[config.mk]
export PLATFORM = sky130hd
export DESIGN_NAME = spi_master
export DESIGN_NICKNAME = d
export VERILOG_FILES = /design/src/rtl/spi_pkg.sv /design/src/rtl/sync_2ff.sv /design/src/rtl/spi_master.sv
export SDC_FILE = /design/constraint.sdc
export NUM_CORES = 1
export LEC_CHECK = 0
export ABC_AREA = 0
export CORE_ASPECT_RATIO = 0.5
export CORE_MARGIN = 5
export CORE_UTILIZATION = 60
export DETAILED_ROUTE_END_ITERATION = 7
export PLACE_DENSITY = 0.82
export SETUP_SLACK_MARGIN = 0.2
export SYNTH_ARGS = -nofsm -noshare
export SYNTH_HDL_FRONTEND = slang
export SYNTH_SLANG_ARGS = --single-unit
[constraint.sdc]
create_clock -name clk -period 5.5 [get_ports clk]
set_input_delay 1.1 -clock clk [delete_from_list [all_inputs] [get_ports clk]]
set_output_delay 1.1 -clock clk [all_outputs]
set_load 0.02 [all_outputs]
[src/rtl/spi_pkg.sv]
// Shared SafetyBoard SPI definitions: command codes, frame constants and the master FSM states.
package spi_pkg;

  localparam logic [7:0] CMD_VERSION = 8'h01;
  localparam logic [7:0] CMD_WRITE   = 8'h10;
  localparam logic [7:0] CMD_READ    = 8'h20;

  localparam int         SPI_FRAME_BITS = 32;
  localparam logic [7:0] SPI_RSP_HDR    = 8'hA5;
  localparam logic [7:0] SPI_RSP_PAD    = 8'h00;

  typedef enum logic [2:0] {
    ST_IDLE,
    ST_SETUP,
    ST_SHIFT,
    ST_HOLD,
    ST_GAP
  } spi_mst_state_e;

  function automatic logic [7:0] spi_xor_chk(input logic [7:0] a, input logic [7:0] b,
                                             input logic [7:0] c);
    return a ^ b ^ c;
  endfunction

endpackage

[src/rtl/sync_2ff.sv]
// Generic two-flop synchronizer for signals crossing into the clk domain.
module sync_2ff #(
  parameter int W = 1
) (
  input  logic         clk,
  input  logic         rst_n,
  input  logic [W-1:0] d,
  output logic [W-1:0] q
);

  logic [W-1:0] meta;

  always_ff @(posedge clk or negedge rst_n) begin
    if (!rst_n) begin
      meta <= '0;
      q    <= '0;
    end else begin
      meta <= d;
      q    <= meta;
    end
  end

endmodule

[src/rtl/spi_master.sv]
// Mode-0 SPI master: sends {cmd, addr, data, checksum}, captures the 4 returned bytes and
// reports read data plus header/checksum integrity on a single-cycle response strobe.
module spi_master
  import spi_pkg::*;
#(
  parameter int CLK_DIV  = 4,
  parameter int CS_SETUP = 2,
  parameter int CS_GAP   = 4
) (
  input  logic       clk,
  input  logic       rst_n,
  input  logic       req_valid,
  output logic       req_ready,
  input  logic [7:0] req_cmd,
  input  logic [7:0] req_addr,
  input  logic [7:0] req_wdata,
  output logic       rsp_valid,
  output logic [7:0] rsp_rdata,
  output logic       rsp_hdr_ok,
  output logic       rsp_chk_ok,
  output logic       busy,
  output logic       sclk,
  output logic       cs_n,
  output logic       mosi,
  input  logic       miso
);

  localparam int CNT_MAX = (CLK_DIV > CS_SETUP) ? ((CLK_DIV > CS_GAP) ? CLK_DIV : CS_GAP)
                                                : ((CS_SETUP > CS_GAP) ? CS_SETUP : CS_GAP);
  localparam int CNT_W   = $clog2(CNT_MAX + 1);

  spi_mst_state_e state;
  logic [CNT_W-1:0] cnt;
  logic [4:0]       bit_cnt;
  logic [31:0]      tx_shift;
  logic [31:0]      rx_shift;
  logic [7:0]       cmd_q;
  logic [7:0]       addr_q;
  logic             miso_s;

  sync_2ff #(.W(1)) u_miso_sync (
    .clk  (clk),
    .rst_n(rst_n),
    .d    (miso),
    .q    (miso_s)
  );

  always_ff @(posedge clk or negedge rst_n) begin
    if (!rst_n) begin
      state      <= ST_IDLE;
      cnt        <= '0;
      bit_cnt    <= '0;
      tx_shift   <= '0;
      rx_shift   <= '0;
      cmd_q      <= '0;
      addr_q     <= '0;
      req_ready  <= 1'b1;
      busy       <= 1'b0;
      rsp_valid  <= 1'b0;
      rsp_rdata  <= '0;
      rsp_hdr_ok <= 1'b0;
      rsp_chk_ok <= 1'b0;
      sclk       <= 1'b0;
      cs_n       <= 1'b1;
      mosi       <= 1'b0;
    end else begin
      rsp_valid <= 1'b0;
      case (state)
        ST_IDLE: begin
          if (req_valid) begin
            tx_shift  <= {req_cmd, req_addr, req_wdata, spi_xor_chk(req_cmd, req_addr, req_wdata)};
            cmd_q     <= req_cmd;
            addr_q    <= req_addr;
            cs_n      <= 1'b0;
            mosi      <= req_cmd[7];
            req_ready <= 1'b0;
            busy      <= 1'b1;
            cnt       <= '0;
            bit_cnt   <= '0;
            state     <= ST_SETUP;
          end
        end
        ST_SETUP: begin
          if (cnt == CNT_W'(CS_SETUP - 1)) begin
            cnt   <= '0;
            state <= ST_SHIFT;
          end else begin
            cnt <= cnt + CNT_W'(1);
          end
        end
        ST_SHIFT: begin
          // Each bit: CLK_DIV cycles low, then CLK_DIV cycles high; sample on rise, advance on fall.
          if (cnt == CNT_W'(CLK_DIV - 1)) begin
            cnt <= '0;
            if (!sclk) begin
              sclk     <= 1'b1;
              rx_shift <= {rx_shift[30:0], miso_s};
            end else begin
              sclk     <= 1'b0;
              tx_shift <= {tx_shift[30:0], 1'b0};
              mosi     <= tx_shift[30];
              bit_cnt  <= bit_cnt + 5'd1;
              if (bit_cnt == 5'(SPI_FRAME_BITS - 1)) state <= ST_HOLD;
            end
          end else begin
            cnt <= cnt + CNT_W'(1);
          end
        end
        ST_HOLD: begin
          if (cnt == CNT_W'(CS_SETUP - 1)) begin
            cnt        <= '0;
            cs_n       <= 1'b1;
            mosi       <= 1'b0;
            rsp_valid  <= 1'b1;
            rsp_rdata  <= rx_shift[15:8];
            rsp_hdr_ok <= (rx_shift[31:24] == SPI_RSP_HDR) && (rx_shift[23:16] == SPI_RSP_PAD);
            rsp_chk_ok <= rx_shift[7:0] == spi_xor_chk(cmd_q, addr_q, rx_shift[15:8]);
            state      <= ST_GAP;
          end else begin
            cnt <= cnt + CNT_W'(1);
          end
        end
        ST_GAP: begin
          if (cnt == CNT_W'(CS_GAP - 1)) begin
            cnt       <= '0;
            req_ready <= 1'b1;
            busy      <= 1'b0;
            state     <= ST_IDLE;
          end else begin
            cnt <= cnt + CNT_W'(1);
          end
        end
        default: state <= ST_IDLE;
      endcase
    end
  end

endmodule

==> impl_results.md, run 1 <==
* CTS H-Tree Depth at 3
* Synth Area per Inst at 10.9 µm²
* Ys async rst share at 1.00
* Fillers at 598
* Power per cell area at 466 mW/mm²
* Reg2reg setup slack at 2270 ps
* Final Skew at 4.51 ps
* Netlist cell types at 44
* CTS tree: done
* Total vias in the final route at 3,447
* P_sw at 941 µW
* Reg power frac at 0.447
* Area Overhead vs Synth at 15.3%
* Gpl congestion at 0.852
* Sw Share at 0.346
* Primary FF master, synth: dfrtp_1
* Total negative slack at 0 ps
* Worst hold path depth at 0
* Post-layout min period at 3230 ps
* Gate Count Post-Synth at 465
* Int Pwr at 1780 µW
* Slew Limit Headroom at 0.184
* Pin count of the biggest net entering global routing at 79
* Total Die Area at 0.0105 mm²
* Worst endpoint required time at 5730 ps
* Pins Over Slew Limit at 0
* Post-synth EDFFs at 0
* Post-route cell area at 0.00584 mm²
* Postcts setup bufs at 0
* Startpoint types: register
* Crit-path max FO at 33
* GRT overflow at 0
* First-pass GRT wire length at 17,700 µm
* Unrepaired setup endpoints after global routing: false
* Final setup viols at 0
* Seq/Total Area, Yosys at 0.535
* Clock Tree Buf Depth at 2
* Maximum vdd ir drop at 0.000229 V
* Most frequent cells in the layout: dfrtp_1, nor2_1, nand2_1, nor3_1, clkdlybuf4s50_1
* Root Driver: clkbuf_16
* Fin util at 0.719
* Drc violations at 0
* Initial antenna violation count at 0
* DRT Wirelength at 10,300 µm
* Seq cells post-synth at 108
* MaxCap Viol Count at 0
* 1st-iter DRT viols at 279
* Slew @ Worst Pin at 1220 ps
* Min-delay worst type: register to register
* Mapped Area at 0.00506 mm²
* Syn nets at 499
* Vias/cell at 5.60
* Outcome: finished, final reports clean
* CP arrival at 3460 ps
* Die Ht at 74.9 µm
* Core area at 0.00812 mm²
* Clock share of power at 0.235
* Ratio of cells with drive above 1 in the final layout at 0.151
* Num rows at 23
* DP HPWL at 6650 µm
* Leading cell type in the layout, fill and taps excluded: dfrtp_1
* Final hold violation count at 0
* TritonCTS Buffers at 9
* Post-CTS sizing at 0
* Synth Warn # at 0
* Vias in the first global route at 3,563
* WL/cell at 16.7 µm
* IO Port Bufs at 43
* Final net count at 532
* Total GRT Usage at 0.216
* Pleak at 0.00264 µW
* Clock sink total at 108
* Placed inst area at 0.00554 mm²
* CP Capture Type: register
* Starting density of the core at 0.623
* Worst-skew pair later-pin latency at 340 ps
* Max Clk Rate at 0.310 GHz
* Antenna-violating nets left at 0
* Worst-case reg-to-reg path depth at 4
* Cts hold-fix bufs at 0
* Antenna cells at 0
* Period utilization at 0.587
* Chip Width at 140 µm
* DR pass1 iterations at 4
* Comb pwr share at 0.318
* WS Path Type: register to register
* Clk slew on worst S/H paths at 70 ps
* Io pins at 44
[final timing paths]
path / from / to
max: state[2] / rx_shift[12]
min: u_miso_sync.meta / u_miso_sync.q
max reg2reg: state[2] / rx_shift[12]
min reg2reg: u_miso_sync.meta / u_miso_sync.q
max in group asynchronous: rst_n / req_ready
min in group asynchronous: rst_n / rx_shift[11]
[layout make-up]
class / count / area, µm² / share of cell area
flip-flops and latches: 108 / 2710 / 0.464
multi-input cells: 328 / 2220 / 0.381
repair buffers: 47 / 458 / 0.0785
clock buffers: 9 / 225 / 0.0386
well taps: 112 / 140 / 0.0240
clock inverters: 7 / 67.6 / 0.0116
inverters: 4 / 15.0 / 0.00257
[power groups by stage]
| stage | Clock (µW) | Sequential (µW) | Combinational (µW) |
|---|---|---|---|
| final | 639 | 1220 | 864 |
| after global routing | 684 | 1250 | 969 |
| after CTS | 649 | 1210 | 867 |
| after detailed placement | 0 | 1220 | 856 |
| after global placement | 0 | 1210 | 829 |
| after floorplan | 0 | 1170 | 660 |
[sequential cells by signal, summed over array words and instances, names as in the netlist, 3 cells and up]
register / flops
addr_q: 8
cnt: 3
rsp_rdata: 8
state: 3
cmd_q: 8
tx_shift: 31
bit_cnt: 5
rx_shift: 32
[cell usage after synthesis (3+ instances only)]
master    count  area share
dfrtp_1     106        0.52
nor2_1       60       0.045
nand2_1      48       0.036
nor3_1       48       0.047
mux2_4       29       0.086
xnor2_1      28       0.048
mux2_2       20       0.045
clkbuf_1     18       0.013
a21oi_1      14       0.014
xor2_1       13       0.023
o21ai_0      10      0.0099
o22ai_1       7      0.0087
ha_1          6       0.015
nand3_1       6      0.0059
nand4_1       4      0.0049
buf_2         3      0.0030
buf_6         3      0.0067
inv_1         3      0.0022
nand2b_1      3      0.0037
nor2b_1       3      0.0037
o31ai_1       3      0.0045
[worst max-delay path: stages (launching register included)]
cell and delay, ps:
dfrtp_1 730, and2b_1 290, nand2b_1 710, or3_2 940, mux2_2 420
[logic make-up after synthesis]
kind of cell / Yosys count / share of synthesized area
AO/OA/AOI/OAI: 45 / 0.0532
XOR/XNOR: 41 / 0.0710
adder cells (fa/ha/maj): 6 / 0.0148
buffers and inverters: 29 / 0.0267
flip-flops: 108 / 0.535
multiplexers: 51 / 0.135
AND/OR/NAND/NOR: 185 / 0.165
[routing by layer]
metal	part of all wire	GRT usage	up-vias
met5	0	0	-
met4	0.010	0.0655	0
met3	0.043	0.0533	10
met2	0.46	0.350	75
met1	0.49	0.296	1712
li1	-	-	1650
[stage by stage]
stage	hold slack [ps]	power (µW)	instances	worst slack, ps
3_3_place_gp	337	2040	599	2080
3_5_place_dp	346	2080	599	2060
4_1_cts	361	2730	615	2330
5_1_grt	373	2900	615	2120
6_report	361	2720	615	2270
2_1_floorplan	331	1830	465	3280
Power figures use the tool's default switching activity.
==> run 2, diff against run 1 <==
--- a/config.mk
+++ b/config.mk
@@ -8,9 +8,9 @@
 export ABC_AREA = 0
 export CORE_ASPECT_RATIO = 0.5
 export CORE_MARGIN = 5
-export CORE_UTILIZATION = 60
+export CORE_UTILIZATION = 58
 export DETAILED_ROUTE_END_ITERATION = 7
-export PLACE_DENSITY = 0.82
+export PLACE_DENSITY = 0.8
 export SETUP_SLACK_MARGIN = 0.2
 export SYNTH_ARGS = -nofsm -noshare
 export SYNTH_HDL_FRONTEND = slang
==> constraint.sdc (replaced) <==
create_clock -name clk -period 3.15 [get_ports clk]
set_input_delay 0.63 -clock clk [delete_from_list [all_inputs] [get_ports clk]]
set_output_delay 0.63 -clock clk [all_outputs]
set_load 0.02 [all_outputs]
==> impl_results.md, run 2 (synthesis gave the netlist of run 1 again) <==
* Worst-case reg-to-reg path depth at 4 (unchanged)
* Reg2reg setup slack at 680 ps (-1590 ps)
* TritonCTS Buffers at 9 (unchanged)
* Maximum vdd ir drop at 0.000465 V (+100%)
* Worst endpoint required time at 3380 ps (-2350 ps)
* Period utilization at 0.784 (+0.197)
* Crit path cell chain: and2b_1, nand2b_1, or3_2, mux2_4
* Critical path buffers and inverters at 0 (unchanged)
* GRT overflow at 0 (unchanged)
* Power Total at 4790 µW (+76%)
* Slew Limit Headroom at 0.330 (+0.146)
* WL/cell at 16.8 µm (+0.77%)
* DP HPWL at 7020 µm (+5.6%)
* Outcome: finished, final reports clean
* Pleak at 0.00268 µW (+1.4%)
* Clock sink total at 108 (unchanged)
* Total GRT Usage at 0.209 (-0.00709)
* Crit-path max FO at 33 (unchanged)
* Max Clk Rate at 0.405 GHz (+31%)
* Io pins at 44 (unchanged)
* Clk slew on worst S/H paths at 70 ps (about the same)
* CTS H-Tree Depth at 3 (unchanged)
* Clock Tree Buf Depth at 2 (unchanged)
* Pin count of the biggest net entering global routing at 72 (-8.9%)
* Top flop regs: rx_shift x32, tx_shift x31
* Postcts setup bufs at 0 (unchanged)
* Reg2reg start: state[2]
* Final setup viols at 0 (unchanged)
* Startpoint types: register
* Antenna cells at 0 (unchanged)
* Delay-heaviest family, CP: simple AND/OR/NAND/NOR gates
* Vias/cell at 5.66 (+1.0%)
* MaxCap Viol Count at 0 (unchanged)
* Chip Width at 142 µm (+1.6%)
* Vias in the first global route at 3,643 (+2.2%)
* CTS tree: done
* Most frequent cells in the layout: dfrtp_1, nor2_1, nand2_1, nor3_1, clkdlybuf4s50_1
* Antenna-violating nets left at 0 (unchanged)
* First-pass GRT wire length at 18,100 µm (+2.1%)
* Unrepaired setup endpoints after global routing: false
* Max FFs per register at 32 (unchanged)
* Post-layout min period at 2470 ps (-760 ps)
* Max incr delay on CP at 890 ps (-50 ps)
* 1st-iter DRT viols at 241 (-14%)
* Die Ht at 76.0 µm (+1.5%)
* CP arrival at 2700 ps (-760 ps)
* Final Skew at 6.58 ps (+2.08 ps)
* Root Driver: clkbuf_16
* Total vias in the final route at 3,527 (+2.3%)
* Leading cell type in the layout, fill and taps excluded: dfrtp_1
* Power per cell area at 811 mW/mm² (+74%)
* Drc violations at 0 (unchanged)
* Top reg by flops: rx_shift
* Crit Reg-Reg Endpoint: rx_shift[7]
* DR pass1 iterations at 5 (+1)
* Starting density of the core at 0.587 (-0.0364)
* Slowest library cell on the worst path: or3_2
* Final hold violation count at 0 (unchanged)
* Min-delay worst type: primary input to asynchronous set/reset pin
* Post-CTS sizing at 0 (unchanged)
* Gpl congestion at 0.784 (-8.0%)
* Ratio of cells with drive above 1 in the final layout at 0.154 (+0.00306)
* Total negative slack at 0 ps (unchanged)
* Total Die Area at 0.0108 mm² (+3.1%)
* Fin cells at 623 (+1.3%)
* Core area at 0.00862 mm² (+6.2%)
* Cts hold-fix bufs at 0 (unchanged)
* Placed Instances at 607 (+1.3%)
* Worst-skew pair later-pin latency at 350 ps (about the same)
* Initial antenna violation count at 0 (unchanged)
* DRT Wirelength at 10,500 µm (+2.1%)
* IO Port Bufs at 43 (unchanged)
* CP Capture Type: register
* Hold_ws at 250 ps (-111 ps)
* Area Overhead vs Synth at 16.7%
* Slew @ Worst Pin at 1010 ps (-219 ps)
* Final net count at 535 (+0.56%)
* Num rows at 24 (+4.3%)
* Pins Over Slew Limit at 0 (unchanged)
* WS Path Type: register to register
==> run 2: worst max-delay path by stage <==
stage	from	to	slack [ps]	depth (start not counted)
after global placement	req_valid	bit_cnt[2]	730	6
after CTS	state[2]	rx_shift[22]	680	4
after global routing	state[2]	rx_shift[7]	560	4
after detailed placement	req_valid	tx_shift[20]	650	6
final	state[2]	rx_shift[7]	680	4
after floorplan	cnt[0]	cnt[1]	1340	5
==> run 2: where the power goes <==
group / internal (µW) / switching [µW] / total (µW)
Sequential: 1790 / 336 / 2120
Combinational: 738 / 799 / 1540
Clock: 617 / 511 / 1130
==> run 2: layout make-up <==
type / instances / area (µm²)
Clock buffer: 10 / 229
Timing Repair Buffer: 50 / 518
Tap cell: 117 / 146
Sequential cell: 108 / 2710
Inverter: 4 / 15.0
Clock inverter: 6 / 65.1
Multi-Input combinational cell: 328 / 2220
Fill cell: 652 / 2720
==> run 2: through the flow <==
| step | worst slack (ps) | utilization | cell area, µm² |
|---|---|---|---|
| after floorplan | 1340 | - | 5060 |
| after global placement | 735 | 0.651 | 5610 |
| after detailed placement | 645 | 0.651 | 5610 |
| after CTS | 680 | 0.685 | 5900 |
| after global routing | 563 | 0.685 | 5900 |
| final | 679 | 0.685 | 5900 |
==> run 2: layer usage <==
layer  GRT usage  share of wire  up-vias
met1       0.303           0.48     1747
li1            -              -     1660
met3      0.0483          0.047       15
met4      0.0565          0.011        0
met2       0.317           0.47      105
met5           0              0        -
==> run 3, diff against run 2 <==
--- a/config.mk
+++ b/config.mk
@@ -8,9 +8,9 @@
 export ABC_AREA = 0
 export CORE_ASPECT_RATIO = 0.5
 export CORE_MARGIN = 5
-export CORE_UTILIZATION = 58
+export CORE_UTILIZATION = 52
 export DETAILED_ROUTE_END_ITERATION = 7
-export PLACE_DENSITY = 0.8
+export PLACE_DENSITY = 0.76
 export SETUP_SLACK_MARGIN = 0.2
 export SYNTH_ARGS = -nofsm -noshare
 export SYNTH_HDL_FRONTEND = slang
==> constraint.sdc (replaced) <==
create_clock -name clk -period 2.1 [get_ports clk]
set_input_delay 0.42 -clock clk [delete_from_list [all_inputs] [get_ports clk]]
set_output_delay 0.42 -clock clk [all_outputs]
set_load 0.02 [all_outputs]
==> impl_results.md, run 3 (synthesis gave the netlist of run 1 again) <==
* Ratio of cells with drive above 1 in the final layout at 0.187 (+0.0327)
* Crit path cell chain: clkdlybuf4s50_1
* Post-route cell area at 0.00612 mm² (+3.6%)
* Die Ht at 79.8 µm (+4.9%)
* Chip Width at 150 µm (+5.2%)
* Total negative slack at 0 ps (unchanged)
* Antenna-violating nets left at 0 (unchanged)
* Slowest library cell on the worst path: clkdlybuf4s50_1
* Startpoint types: register
* Crit-path max FO at 5 (-85%)
* Clock sink total at 108 (unchanged)
* Vias in the first global route at 3,573 (-1.9%)
* Max FFs per register at 32 (unchanged)
* Pleak at 0.00278 µW (+3.8%)
* CTS tree: done
* Outcome: finished, final reports clean
* Final hold violation count at 0 (unchanged)
* Drc violations at 0 (unchanged)
* Antenna cells at 0 (unchanged)
* Maximum vdd ir drop at 0.000580 V (+25%)
* Crit path depth at 1 (-3)
* Min-delay worst type: primary input to asynchronous set/reset pin
* WL/cell at 16.5 µm (-2.0%)
* CTS H-Tree Depth at 3 (unchanged)
* Io pins at 44 (unchanged)
* Period utilization at 0.880
* Critical path buffers and inverters at 1 (+1)
* Placed Instances at 633 (+4.3%)
* Fin util at 0.645 (-0.0395)
* Delay-heaviest family, CP: buffers and inverters
* Max Clk Rate at 0.541 GHz
* CP Capture Type: primary output
* Worst-skew pair later-pin latency at 350 ps (about the same)
* First-pass GRT wire length at 17,900 µm (-0.84%)
* Root Driver: clkbuf_16
* Leading cell type in the layout, fill and taps excluded: dfrtp_1
* Slew @ Worst Pin at 515 ps (-491 ps)
* Slew Limit Headroom at 0.657 (+0.327)
* Fin cells at 654 (+5.0%)
* Total GRT Usage at 0.192 (-0.0164)
* Power per cell area at 1220 mW/mm² (+51%)
* DRT Wirelength at 10,800 µm (+2.9%)
* Area Overhead vs Synth at 20.9%
* MaxCap Viol Count at 0 (unchanged)
* TritonCTS Buffers at 9 (unchanged)
* Clk slew on worst S/H paths at 70 ps (about the same)
* Top flop regs: rx_shift x32, tx_shift x31
* Num rows at 25 (+4.2%)
* Total vias in the final route at 3,583 (+1.6%)
* Power Total at 7470 µW (+56%)
* 1st-iter DRT viols at 298 (+24%)
* Cts hold-fix bufs at 0 (unchanged)
* Reg2reg setup slack at 300 ps (-380 ps)
* Initial antenna violation count at 0 (unchanged)
* DR pass1 iterations at 5 (unchanged)
* Most frequent cells in the layout: dfrtp_1, nor2_1, nand2_1, nor3_1, clkdlybuf4s50_1
* CP arrival at 1430 ps (-1270 ps)
* Post-layout min period at 1850 ps
* Core area at 0.00948 mm² (+10%)
* Final setup viols at 0 (unchanged)
* Clock Tree Buf Depth at 2 (unchanged)
* Worst endpoint required time at 1680 ps (-1700 ps)
* Worst-case reg-to-reg path depth at 5 (+1)
* Gpl congestion at 0.840 (+7.3%)
* Placed inst area at 0.00573 mm² (+2.1%)
* Top reg by flops: rx_shift
* IO Port Bufs at 43 (unchanged)
* Final Skew at 4.44 ps (-2.14 ps)
* Vias/cell at 5.48 (-3.2%)
* Unrepaired setup endpoints after global routing: false
* Pin count of the biggest net entering global routing at 50 (-31%)
* Total Die Area at 0.0119 mm² (+10%)
* WS Path Type: register to primary output
* Final net count at 548 (+2.4%)
* Reg2reg start: cnt[1]
* DP HPWL at 7020 µm (about the same)
* GRT overflow at 0 (unchanged)
* Starting density of the core at 0.534 (-0.0532)
* Fillers at 764 (+17%)
* Crit Reg-Reg Endpoint: cnt[1]
* Max incr delay on CP at 670 ps (-220 ps)
* Pins Over Slew Limit at 0 (unchanged)
-- run 3: final cells by class --
class	instances	area [µm²]	area share
sequential	108	2710	0.442
multi-input combinational	328	2240	0.367
timing repair buffer	63	668	0.109
clock inverter	6	72.6	0.0119
inverter	4	18.8	0.00307
tap	135	169	0.0276
clock buffer	10	239	0.0391
-- run 3: how the worst max path moves through the flow --
| stage | startpoint | to | slack [ps] |
|---|---|---|---|
| 2_1_floorplan | cnt[0] | cnt[1] | 290 |
| 3_3_place_gp | req_valid | bit_cnt[2] | 130 |
| 3_5_place_dp | req_valid | tx_shift[24] | 80 |
| 4_1_cts | cnt[0] | cnt[1] | 210 |
| 5_1_grt | sclk | sclk | 210 |
| 6_report | sclk | sclk | 250 |
-- run 3: stage by stage --
stage / worst slack, ps / hold slack (ps)
2_1_floorplan: 292 / 124
3_3_place_gp: 130 / 341
6_report: 251 / 43.0
5_1_grt: 213 / 81.7
4_1_cts: 209 / 48.3
3_5_place_dp: 79.8 / 347
-- run 3: worst register-to-register path, stage by stage (launching register included) --
cell and delay, ps:
dfrtp_1 440, ha_2 220, nor2b_2 170, o21bai_1 170, or4b_4 480, a32oi_1 240
-- run 3: layer usage --
| metal | vias up | track usage | wire [µm] |
|---|---|---|---|
| met5 | - | 0 | 0 |
| met3 | 17 | 0.0454 | 402 |
| met2 | 72 | 0.298 | 5090 |
| met1 | 1810 | 0.270 | 5080 |
| li1 | 1684 | - | - |
| met4 | 0 | 0.0621 | 197 |
-- run 3: power breakdown --
part           switching (µW)  internal (µW)  total (µW)
Clock                     783            968        1750
Combinational            1390           1240        2620
Sequential                417           2680        3100
Total                    2590           4890        7470
-- run 3: repair_timing --
item                       in CTS  in global routing
resized for setup               3                  6
pin swaps                       1                  3
setup buffers                   1                  3
setup endpoints to repair       5                 42
cloned                          0                  1
